File: src/rtl/sprite_pkg.sv
// Shared definitions for the sprite line evaluator.
// Holds the object RAM word field offsets, the word select values used in
// the object RAM address, the tile height constant and the FSM state type.
package sprite_pkg;

  // Object pixel rows are grouped into 8-line tiles
  localparam int TILE_PX    = 8;
  localparam int TILE_SHIFT = $clog2(TILE_PX);

  // Y word: {size_x, size_y, hflip, vflip, z, active, y}
  localparam int YW_Y_LSB      = 0;
  localparam int YW_ACTIVE     = 16;
  localparam int YW_Z_LSB      = 17;
  localparam int YW_VFLIP      = 19;
  localparam int YW_HFLIP      = 20;
  localparam int YW_SIZE_Y_LSB = 21;
  localparam int YW_SIZE_X_LSB = 24;

  // X word: {palette, table, tile_x, tile_y, x}
  localparam int XW_X_LSB      = 0;
  localparam int XW_TILE_Y_LSB = 16;
  localparam int XW_TILE_X_LSB = 20;
  localparam int XW_TABLE      = 24;
  localparam int XW_PAL_LSB    = 25;

  // Low bit of the object RAM address selects the word within an object
  localparam logic WORD_Y = 1'b0;
  localparam logic WORD_X = 1'b1;

  typedef enum logic [2:0] {
    ST_IDLE,
    ST_FETCH_Y,
    ST_FETCH_X,
    ST_EVAL,
    ST_EMIT,
    ST_NEXT,
    ST_DONE
  } state_t;

endpackage

File: src/rtl/sprite_row_test.sv
// Combinational intersect test of one object against a scanline.
// Ports:
//   line_y   - scanline being evaluated
//   y_word   - object Y word (position, height code, flips, active)
//   tile_y   - object tile row base from the X word
//   hit      - object is active and covers line_y
//   tile_row - tile row to fetch (tile_y + row/8, wraps mod 16)
//   pix_row  - pixel row inside that tile
module sprite_row_test
  import sprite_pkg::*;
#(
  parameter int Y_W = 10
) (
  input  logic [Y_W-1:0] line_y,
  input  logic [31:0]    y_word,
  input  logic [3:0]     tile_y,
  output logic           hit,
  output logic [3:0]     tile_row,
  output logic [2:0]     pix_row
);

  logic [2:0]  size_y;
  logic [6:0]  height;
  logic [15:0] d;
  logic [6:0]  row;
  logic        unused_fields;

  // Fields of the Y word that only matter for the emitted command
  assign unused_fields = ^{y_word[31:24], y_word[YW_HFLIP], y_word[YW_Z_LSB +: 2]};

  // The line offset wraps in 16 bits, so objects above the top edge
  // (large y) still intersect the first lines of the screen.
  // A vertically flipped object reads its rows bottom-up.
  always_comb begin
    size_y   = y_word[YW_SIZE_Y_LSB +: 3];
    height   = ({4'd0, size_y} + 7'd1) << TILE_SHIFT;
    d        = 16'(line_y) - y_word[YW_Y_LSB +: 16];
    hit      = y_word[YW_ACTIVE] && (d < {9'd0, height});
    row      = y_word[YW_VFLIP] ? (height - 7'd1 - d[6:0]) : d[6:0];
    tile_row = tile_y + row[6:3];
    pix_row  = row[2:0];
  end

endmodule

File: src/rtl/sprite_line_evaluator.sv
// Per-scanline sprite evaluator.
// Walks the whole object table once per line, starting at a rotating
// priority index, and emits one load command per intersecting object to
// the line buffer over a valid/ready handshake.
// Ports:
//   clk, rst          - clock, asynchronous active-high reset
//   line_start        - restart evaluation for line_y from prio_start
//   scan_en           - advance enable; low freezes the evaluator
//   obj_addr/obj_data - object RAM read port ({index, word}, 1-cycle latency)
//   cmd_*             - load command to the line buffer (valid/ready)
//   busy, done        - scan in progress / scan finished for this line
//   overflow          - more hits than MAX_PER_LINE on this line
//   hit_count         - commands transferred on this line
module sprite_line_evaluator
  import sprite_pkg::*;
#(
  parameter int SPRITE_COUNT = 256,
  parameter int IDX_W        = 8,
  parameter int MAX_PER_LINE = 32,
  parameter int Y_W          = 10,
  localparam int HC_W        = $clog2(MAX_PER_LINE + 1)
) (
  input  logic             clk,
  input  logic             rst,
  input  logic             line_start,
  input  logic             scan_en,
  input  logic [Y_W-1:0]   line_y,
  input  logic [IDX_W-1:0] prio_start,
  output logic [IDX_W:0]   obj_addr,
  input  logic [31:0]      obj_data,
  output logic             cmd_valid,
  input  logic             cmd_ready,
  output logic [9:0]       cmd_x,
  output logic [2:0]       cmd_size_x,
  output logic             cmd_hflip,
  output logic [1:0]       cmd_z,
  output logic [4:0]       cmd_palette,
  output logic             cmd_table,
  output logic [3:0]       cmd_tile_x,
  output logic [3:0]       cmd_tile_row,
  output logic [2:0]       cmd_pix_row,
  output logic             busy,
  output logic             done,
  output logic             overflow,
  output logic [HC_W-1:0]  hit_count
);

  state_t           state, state_n;
  logic [IDX_W-1:0] idx;
  logic [IDX_W:0]   visited;
  logic [Y_W-1:0]   line_q;
  logic [31:0]      y_word;
  logic             fetch_y_q;
  logic             hit;
  logic [3:0]       tile_row;
  logic [2:0]       pix_row;
  logic             at_limit;
  logic             last_visit;

  sprite_row_test #(.Y_W(Y_W)) u_row_test (
    .line_y   (line_q),
    .y_word   (y_word),
    .tile_y   (obj_data[XW_TILE_Y_LSB +: 4]),
    .hit      (hit),
    .tile_row (tile_row),
    .pix_row  (pix_row)
  );

  assign at_limit   = (hit_count == HC_W'(MAX_PER_LINE));
  assign last_visit = (visited == (IDX_W+1)'(SPRITE_COUNT - 1));

  assign cmd_valid = (state == ST_EMIT);
  assign done      = (state == ST_DONE);
  assign busy      = (state != ST_IDLE) && (state != ST_DONE);

  // The X address is held through EVAL so the RAM keeps returning the
  // X word while the evaluator is frozen there.
  always_comb begin
    obj_addr = {idx, WORD_Y};
    case (state)
      ST_FETCH_X, ST_EVAL: obj_addr = {idx, WORD_X};
      default:             obj_addr = {idx, WORD_Y};
    endcase
  end

  // Next state; line_start restarts from any state
  always_comb begin
    state_n = state;
    if (scan_en) begin
      if (line_start) begin
        state_n = ST_FETCH_Y;
      end else begin
        case (state)
          ST_FETCH_Y: state_n = ST_FETCH_X;
          ST_FETCH_X: state_n = ST_EVAL;
          ST_EVAL: begin
            if (hit) state_n = at_limit ? ST_DONE : ST_EMIT;
            else     state_n = ST_NEXT;
          end
          ST_EMIT:    if (cmd_ready) state_n = ST_NEXT;
          ST_NEXT:    state_n = last_visit ? ST_DONE : ST_FETCH_Y;
          default:    state_n = state;
        endcase
      end
    end
  end

  // The Y word is captured on the first FETCH_X cycle only, i.e. when the
  // previous cycle addressed it; a freeze in FETCH_X already moves the
  // address to the X word, so later cycles must not overwrite it.
  always_ff @(posedge clk or posedge rst) begin
    if (rst) begin
      state        <= ST_IDLE;
      idx          <= '0;
      visited      <= '0;
      line_q       <= '0;
      y_word       <= '0;
      fetch_y_q    <= 1'b0;
      hit_count    <= '0;
      overflow     <= 1'b0;
      cmd_x        <= '0;
      cmd_size_x   <= '0;
      cmd_hflip    <= 1'b0;
      cmd_z        <= '0;
      cmd_palette  <= '0;
      cmd_table    <= 1'b0;
      cmd_tile_x   <= '0;
      cmd_tile_row <= '0;
      cmd_pix_row  <= '0;
    end else begin
      fetch_y_q <= (state == ST_FETCH_Y);
      if (state == ST_FETCH_X && fetch_y_q) y_word <= obj_data;
      if (scan_en) begin
        state <= state_n;
        if (line_start) begin
          idx       <= prio_start;
          visited   <= '0;
          hit_count <= '0;
          overflow  <= 1'b0;
          line_q    <= line_y;
        end else begin
          case (state)
            ST_EVAL: begin
              if (hit && at_limit) begin
                overflow <= 1'b1;
              end else if (hit) begin
                cmd_x        <= obj_data[XW_X_LSB +: 10];
                cmd_size_x   <= y_word[YW_SIZE_X_LSB +: 3];
                cmd_hflip    <= y_word[YW_HFLIP];
                cmd_z        <= y_word[YW_Z_LSB +: 2];
                cmd_palette  <= obj_data[XW_PAL_LSB +: 5];
                cmd_table    <= obj_data[XW_TABLE];
                cmd_tile_x   <= obj_data[XW_TILE_X_LSB +: 4];
                cmd_tile_row <= tile_row;
                cmd_pix_row  <= pix_row;
              end
            end
            ST_EMIT: if (cmd_ready) hit_count <= hit_count + HC_W'(1);
            ST_NEXT: begin
              idx     <= idx + IDX_W'(1);
              visited <= visited + (IDX_W+1)'(1);
            end
            default: ;
          endcase
        end
      end
    end
  end

endmodule

File: config.mk
export PLATFORM = sky130hd
export DESIGN_NAME = sprite_line_evaluator
export DESIGN_NICKNAME = d
export VERILOG_FILES = /design/src/rtl/sprite_pkg.sv /design/src/rtl/sprite_row_test.sv /design/src/rtl/sprite_line_evaluator.sv
export SDC_FILE = /design/constraint.sdc
export NUM_CORES = 1
export LEC_CHECK = 0
export CAP_MARGIN = 25
export CELL_PAD_IN_SITES_DETAIL_PLACEMENT = 1
export CELL_PAD_IN_SITES_GLOBAL_PLACEMENT = 1
export CORE_AREA = 2 2 104 106
export DETAILED_ROUTE_END_ITERATION = 12
export DIE_AREA = 0 0 106 108
export DONT_BUFFER_PORTS = 1
export PLACE_DENSITY_LB_ADDON = 0.1
export SYNTH_ARGS = -nofsm -noshare
export SYNTH_HDL_FRONTEND = slang
export SYNTH_SLANG_ARGS = --single-unit
File: constraint.sdc
create_clock -name clk -period 7 [get_ports clk]
set_input_delay 1.75 -clock clk [delete_from_list [all_inputs] [get_ports clk]]
set_output_delay 1.75 -clock clk [all_outputs]
set_load 0.005 [all_outputs]
==> qor.txt <==
Dpl cell area -> 5460 sq um
Slew HR -> 0.408
Startpoint types -> flip-flop
Bufs and invs on worst path -> 2
CP peak stage delay -> 0.42 ns
Core area -> 10200 sq um
Port buffer count -> 0
Hold_buf cts -> 0
Hold Crit Class -> flip-flop to flip-flop
Worst Reg-to-Reg Cells -> 16
Crit-path cells -> inv_1 > ha_1 > fa_1 > nand2b_1 > a21oi_1 > nor2_1 > xnor2_1 > ha_1 > nand2_1 > o21ai_0 > a211oi_1 > o221ai_1 > nor3_2 > nand3_2 > buf_4 > mux2_4
Vias -> 3787
Critical-path cell with the highest stage delay -> fa_1
Mapped Area -> 5400 sq um
Setup bufs post-CTS -> 0
Num rows -> 37
RR Endpoint -> cmd_tile_row[2]$_DFFE_PP0P_
FF+latch count, synth -> 98
Vias in the first global route -> 4121
Cell taking the most area after synthesis -> dfrtp_1
DIE AREA -> 11400 sq um
Area Growth Syn to Fin -> 4.68%
Max FO, Critical Path -> 33
Fin. Hold Viols -> 0
Sequential fraction of the synthesis area -> 0.454
Cell family with most CP delay -> adder cells
Final WL -> 12.6 mm
Hold depth -> 2
Diode count -> 0
Syn_nets -> 600
Slew Limit Fails -> 0
CTS buffer count -> 9
Post-route design area -> 5650 sq um
Worst Max-Slew Pin Slew -> 0.888 ns
Synth Instances -> 516
Pin count of the biggest net entering global routing -> 53
Post-detail-place hpwl -> 9.25 mm
YS warnings -> 0
Max Cap Violations -> 0
Final-report setup violation count -> 0
Initial Util -> 0.527
First-pass GRT wire length -> 20.9 mm
Layout cells sized above 1 -> 0.153
Number of synthesized flops with an enable pin -> 0
Worst hold start -> line_q[3]$_DFFE_PP0P_
Number of nets in the layout -> 590
CTS tree -> done
Post-route ant nets -> 0
Post-cts gate resize count -> 0
Crit. End Element -> flip-flop
Top cell type's share of synthesized area -> 0.454
Minimum clock period -> 4.26 ns
Drt drc -> 0
Fillcell total -> 1140
CP required -> 7.27 ns
Routability cong. -> 0.858
Worst Clk Skew -> 0.0104 ns
Clock Tree Root -> clkbuf_8
Syn avg cell area -> 10.5 sq um
Overflow after GRT -> 0
Unrepaired setup endpoints after global routing -> no
Crit share post-route -> 0.609
Worst r2r src -> line_q[0]$_DFFE_PP0P_
CTS clk-pin slew, worst paths -> 0.11 ns
Synth top area cells -> dfrtp_1 45%, mux2_4 8.3%, ha_1 6.0%
Leakage -> 2.70 nW
DIE WIDTH -> 106 microns
PD cells -> 387 nW/um^2
Clock buffer depth -> 2
DR iter-0 viols -> 104
Total Power -> 2.19 mW
H-tree level count -> 3
IO Pins -> 107
Die Span Y -> 108 microns
Flop-to-flop setup slack -> 2.74 ns
Initial antenna violation count -> 0
Status -> completed
Most common cell in the netlist -> dfrtp_1
Total GRT Usage -> 0.233
Clock sinks -> 98
Clock Latency Late Sink -> 0.38 ns
Vias per inst -> 5.85
Worst vdd ir -> 0.133 mV
Hold Path Sink -> line_q[3]$_DFFE_PP0P_
Final TNS setup -> 0 ns
Top FF cell, synth -> dfrtp_1
Unique masters post-synth -> 59
CP Class -> flip-flop to flip-flop
CP dominant cell by count -> ha_1
Asr flop ratio synth -> 1.00
Commonest cells in the synthesized netlist -> 98 x dfrtp_1, 70 x nand2_1, 32 x o21ai_0
Detailed Routing Iterations Pass 1 -> 4
Routed len/inst -> 19.4 microns
Max Freq -> 0.235 GHz
Critical Path AT -> 4.54 ns
==> metal layers <==
metal,vias to the layer above,track usage,part of all wire
met5,-,0,0
met3,16,0.0536,0.045
li1,1782,-,-
met4,0,0.0883,0.019
met1,1915,0.281,0.43
met2,74,0.407,0.51
==> placed cells by master (no fill, tap or decap), types with 9 or more instances in the layout <==
cell / netlist / routed
ha_1: 26 / 26
dfrtp_1: 98 / 98
o21ai_0: 32 / 32
clkbuf_8: 0 / 9
nand3_1: 12 / 12
a21oi_1: 25 / 25
xor2_1: 14 / 14
mux2_2: 22 / 22
nand2_1: 70 / 70
xnor2_1: 12 / 12
mux2_4: 30 / 30
nand4_1: 9 / 9
inv_1: 24 / 23
nor2_1: 29 / 29
==> flip-flops by register name, summed over array words and instances, names as in the netlist, 2 cells and up <==
name          cells
y_word           27
cmd_x            10
cmd_palette       5
cmd_tile_row      4
cmd_tile_x        4
line_q           10
cmd_z             2
state             3
cmd_pix_row       3
cmd_size_x        3
hit_count         6
visited           9
idx               8
==> through the flow <==
| step | setup WS, ns | hold WS [ns] | util | std cells |
|---|---|---|---|---|
| finish | 2.74 | 0.495 | 0.552 | 647 |
| global route | 2.49 | 0.524 | 0.552 | 647 |
| CTS | 2.72 | 0.503 | 0.552 | 647 |
| detailed placement | 2.75 | 0.476 | 0.534 | 631 |
| global placement | 2.85 | 0.462 | 0.534 | 631 |
| floorplan | 2.69 | 0.449 | - | 516 |
==> layout make-up <==
class                      instances  area (sq um)  share of cell area
clock inverter                     7          61.3              0.0109
inverter                          25          96.3              0.0171
multi-input combinational        369          2720               0.482
clock buffer                       9           124              0.0219
timing repair buffer               3          22.5             0.00399
sequential                        98          2450               0.434
tap                              136           170              0.0301
==> worst max-delay path by stage <==
| stage | start | endpoint | slack (ns) | cells past startpoint |
|---|---|---|---|---|
| after global routing | line_q[0]$_DFFE_PP0P_ | cmd_x[8]$_DFFE_PP0P_ | 2.49 | 16 |
| after floorplan | rst | cmd_hflip$_DFFE_PP0P_ | 2.69 | 1 |
| after CTS | line_q[0]$_DFFE_PP0P_ | cmd_x[7]$_DFFE_PP0P_ | 2.72 | 16 |
| final | line_q[0]$_DFFE_PP0P_ | cmd_tile_row[2]$_DFFE_PP0P_ | 2.74 | 16 |
| after detailed placement | y_word[0]$_DFFE_PP0P_ | cmd_tile_row[2]$_DFFE_PP0P_ | 2.75 | 15 |
| after global placement | y_word[0]$_DFFE_PP0P_ | cmd_x[8]$_DFFE_PP0P_ | 2.85 | 15 |
==> tightest hold or removal path, stage by stage, from the launching register on <==
cell and delay, ns:
dfrtp_1 0.36, nand2_1 0.05, nand2_1 0.06
==> logic make-up (layout without fill, tap and decap cells) <==
family | Yosys count | in the layout | synth area share
buffers and inverters | 49 | 44 | 0.0410
DFF | 98 | 98 | 0.454
xor gates and xnor gates | 26 | 26 | 0.0422
and+or+nand+nor | 162 | 162 | 0.142
muxes | 54 | 54 | 0.133
AOI/OAI and AO/OA | 98 | 98 | 0.116
adders and majority gates | 29 | 29 | 0.0714
==> report_power, final <==
group          internal (mW)  switching [mW]
clock                  0.135           0.221
combinational          0.464           0.585
sequential             0.672           0.111
(Power assumes the default switching activity.)
